## src/rtl/updown_mod_counter.sv

```systemverilog
// Up/down modulo counter with synchronous clear and parallel load.
// It has an optional saturation mode, a sticky wrap/saturation flag and a combinational terminal count.
module updown_mod_counter #(
    parameter int unsigned WIDTH    = 4,
    parameter int unsigned MODULUS  = 16,
    parameter int unsigned SATURATE = 0
) (
    input  logic             clk,
    input  logic             rst,
    input  logic             clr,
    input  logic             load,
    input  logic [WIDTH-1:0] load_val,
    input  logic             en,
    input  logic             up_dn,
    output logic [WIDTH-1:0] counter,
    output logic             tc,
    output logic             ovf
);

    localparam logic [WIDTH-1:0] MAXV = WIDTH'(MODULUS - 1);
    localparam logic [WIDTH-1:0] ONE  = WIDTH'(1);

    logic at_top;
    logic at_bottom;

    assign at_top    = (counter == MAXV);
    assign at_bottom = (counter == '0);

    always_comb begin
        tc = 1'b0;
        if (en && !clr && !load) begin
            tc = up_dn ? at_top : at_bottom;
        end
    end

    // Steps are only taken away from the range ends, so the +/-1 never overflows WIDTH bits.
    always_ff @(posedge clk or posedge rst) begin
        if (rst) begin
            counter <= '0;
            ovf     <= 1'b0;
        end else if (clr) begin
            counter <= '0;
            ovf     <= 1'b0;
        end else if (load) begin
            counter <= (load_val > MAXV) ? MAXV : load_val;
        end else if (en) begin
            if (up_dn) begin
                if (at_top) begin
                    counter <= (SATURATE != 0) ? MAXV : '0;
                    ovf     <= 1'b1;
                end else begin
                    counter <= counter + ONE;
                end
            end else begin
                if (at_bottom) begin
                    counter <= (SATURATE != 0) ? '0 : MAXV;
                    ovf     <= 1'b1;
                end else begin
                    counter <= counter - ONE;
                end
            end
        end
    end

endmodule

```

## config.mk

```make
export PLATFORM = sky130hd
export DESIGN_NAME = updown_mod_counter
export DESIGN_NICKNAME = d
export VERILOG_FILES = /design/src/rtl/updown_mod_counter.sv
export SDC_FILE = /design/constraint.sdc
export NUM_CORES = 1
export LEC_CHECK = 0
export CAP_MARGIN = 10
export CELL_PAD_IN_SITES_DETAIL_PLACEMENT = 1
export CELL_PAD_IN_SITES_GLOBAL_PLACEMENT = 1
export CORE_AREA = 2 2 39 41
export CTS_CLUSTER_DIAMETER = 200
export DETAILED_ROUTE_END_ITERATION = 12
export DIE_AREA = 0 0 41 43
export DONT_BUFFER_PORTS = 1
export PLACE_DENSITY_LB_ADDON = 0.05
export SETUP_SLACK_MARGIN = 0.5
export SLEW_MARGIN = 20
export SYNTH_ARGS = -nofsm -noshare
export SYNTH_HDL_FRONTEND = slang
export SYNTH_SLANG_ARGS = --single-unit
```

## constraint.sdc

```tcl
create_clock -name clk -period 1.3 [get_ports clk]
set_input_delay 0.26 -clock clk [delete_from_list [all_inputs] [get_ports clk]]
set_output_delay 0.26 -clock clk [all_outputs]
set_load 0.005 [all_outputs]
```

==> metrics.yaml, run 1 <==
finish:
  final_layout_size_suffix_gt1_frac: 0.571
  syn_to_final_growth_pct: 70.4
  final_common_cell: "buf_4"
  final_cell_mix: "buf_4, a21oi_1, buf_6, inv_1, nor2_1"
  design_area_sq_um: 714
  nFillCells: 163
  nets: 84
  antenna_cells: 0
setup_path:
  crit_path_end_kind: "output pin"
  critical_path.max_fanout: 2
  worst_ep_arrival_time_ns: 1.38
  worstPathCellList: "inv_2 -> ha_4 -> nor2b_4 -> nor3b_4 -> o21ai_2 -> nor2_2"
  crit_type: "reg2out"
  start_kind: "register"
  critPathRequiredTime_ns: 1.04
  max_stage_delay_ns: 0.42
  critPathSlowestCell: "dfrtp_2"
placed_design:
  placed_area_sq_um: 519
  gp_congestion: 0.687
  dp_hpwl_um: 989
  io_buffers: 0
  dpl_worst_slack_ns: -0.187
clock_network:
  clk_pin_slew_worst_paths_ns: 0.04
  cts_max_level: 1
  cts_tree: "built"
  cts_root_buf: "clkbuf_4"
  cts_buffers: 3
  ctsLongestPathBuffers: 2
  cts.sinks: 5
  clock_latency_ns: 0.24
synth:
  synthTopCellsByArea: "dfrtp_1, ha_1, a21oi_1"
  syn_area_per_cell_sq_um: 8.22
  yosysWarnings: 0
  yosysSeqAreaShare: 0.299
  synth_seq_cells: 5
  async_reset_ff_frac: 1.00
  synth_area_sq_um: 419
  synthFlopType: "dfrtp_1"
  synth_cells: 51
  syn-num-nets: 64
  yosysTopAreaCell: "dfrtp_1"
  synth_top_area_frac: 0.299
  ys_types: 24
  synth_edf_count: 0
sta:
  period_needed_ns: 1.64
  worst_slew_pin_slew_ns: 0.253
  finalCritPeriodShare: 1.26
  setup_tns_ns: -0.954
  relSlewSlack: 0.830
  hold_violations: 0
  slew_violations: 0
  setup_viol_count_final: 6
  setup_slack_ns: -0.343
  hold_slack_ns: 0.0704
  max_freq_mhz: 608
  rsz0062_at_grt: "true"
  skew_ns: 0.000478
global_routing:
  grt_max_degree: 10
  antenna_found_initial: 0
  grt_usage: 0.198
  grt_pass1_wl_mm: 2.34
  grt-ovfl-total: 0
  grt_pass1_vias: 524
pwr:
  power_density_nw_per_um2: 825
  p_leak_nw: 0.302
  ir_worst_vdd_v: 0.000654
outcome:
  violations: "negative setup slack"
  status: "finished, violations left"
drt:
  via_count: 453
  routed_via_density: 5.27
  drtPass1Iterations: 4
  ant_nets: 0
  drtIter0Drc: 4
  drcViolationCount: 0
  wire_per_inst_um: 16.5
  routed_wl_mm: 1.42
die:
  dieArea_sq_um: 1760
  io_pins: 16
  core_sq_um: 1380
  die_h_um: 43
  num_rows: 14
  fp.dieW_um: 41
  initial_core_util: 0.303
min_path:
  hold_class: "in2reg"
job:
  maxCapViolations: 0
[cell usage after synthesis, drive strengths merged, types with 2 or more instances]
| cell | instances |
|---|---|
| a21oi | 6 |
| a31oi | 2 |
| clkbuf | 2 |
| dfrtp | 5 |
| ha | 3 |
| inv | 7 |
| nor2 | 5 |
| nor2b | 3 |
| o21ai | 3 |
| o31ai | 2 |
| xnor2 | 2 |
[report_power, final]
| part | switching, mW | leakage, nW | internal (mW) |
|---|---|---|---|
| logic | 0.0939 | 0.226 | 0.131 |
| clock network | 0.0681 | 0.0150 | 0.116 |
| registers | 0.0118 | 0.0616 | 0.169 |
[kinds of logic (layout without fill, tap and decap cells)]
logic type	count (synthesis)	in the layout	share of synthesized area
DFF	5	5	0.299
buffers and inverters	9	28	0.0806
adders and majority gates	3	3	0.0896
AOI/OAI and AO/OA	17	17	0.278
xor gates and xnor gates	2	2	0.0418
and+or+nand+nor	13	13	0.161
muxes	2	2	0.0507
[cell type report]
class	instances	area, sq um	area share
Multi-Input combinational cell	37	364	0.510
Timing Repair Buffer	17	149	0.208
Sequential cell	5	129	0.180
Clock buffer	4	26.3	0.0368
Inverter	7	26.3	0.0368
Tap cell	16	20.0	0.0280
[per-layer routing]
metal	global-route usage	vias to the layer above	share of wire
li1	-	215	-
met1	0.227	224	0.41
met2	0.328	14	0.54
met3	0.0785	0	0.047
met4	0.0467	0	0
met5	0	-	0
[repair_timing]
item	in CTS	in global routing
hold buffers	1	0
gates resized for setup	12	11
pin swaps	8	4
setup endpoints to repair	11	11
buffers inserted	6	1
cloned	0	0
endpoints found under the hold margin	5	0
[worst max-delay path, delay by kind of cell, from the launching register on]
family / cells / cell delay, ns
simple gates: 3 / 0.42
flops: 1 / 0.42
fa+ha+maj: 1 / 0.13
buf+inv: 1 / 0.08
compound gates: 1 / 0.08
[path summary, 6_finish.rpt]
check	from	endpoint	slack (ns)	cells past startpoint
worst min-delay path	clr	ovf	0.07	1
worst min register to register	ovf	ovf	0.56	2
max in group asynchronous	rst	counter[1]	0.72	2
min in group asynchronous	rst	ovf	0.37	2
worst max register to register	counter[1]	counter[3]	-0.26	7
worst max-delay path	counter[0]	tc	-0.34	6
[registers in the layout, summed over array words and instances (netlist names)]
| register | flops |
|---|---|
| ovf | 1 |
| counter | 4 |
[through the flow]
step | power [mW] | util | std cells
final | 0.590 | 0.516 | 86
after detailed placement | 0.329 | 0.375 | 74
after global routing | 0.634 | 0.516 | 86
after global placement | 0.321 | 0.375 | 74
after CTS | 0.566 | 0.473 | 85
after floorplan | 0.279 | - | 51
Note: power is estimated with default switching activity, not from simulation.
==> run 2: changes to the inputs <==
CTS_CLUSTER_DIAMETER = 30   (was 200)
==> results of run 2 <==
No change in the layout: final DEF, timing and power equal those of run 1.
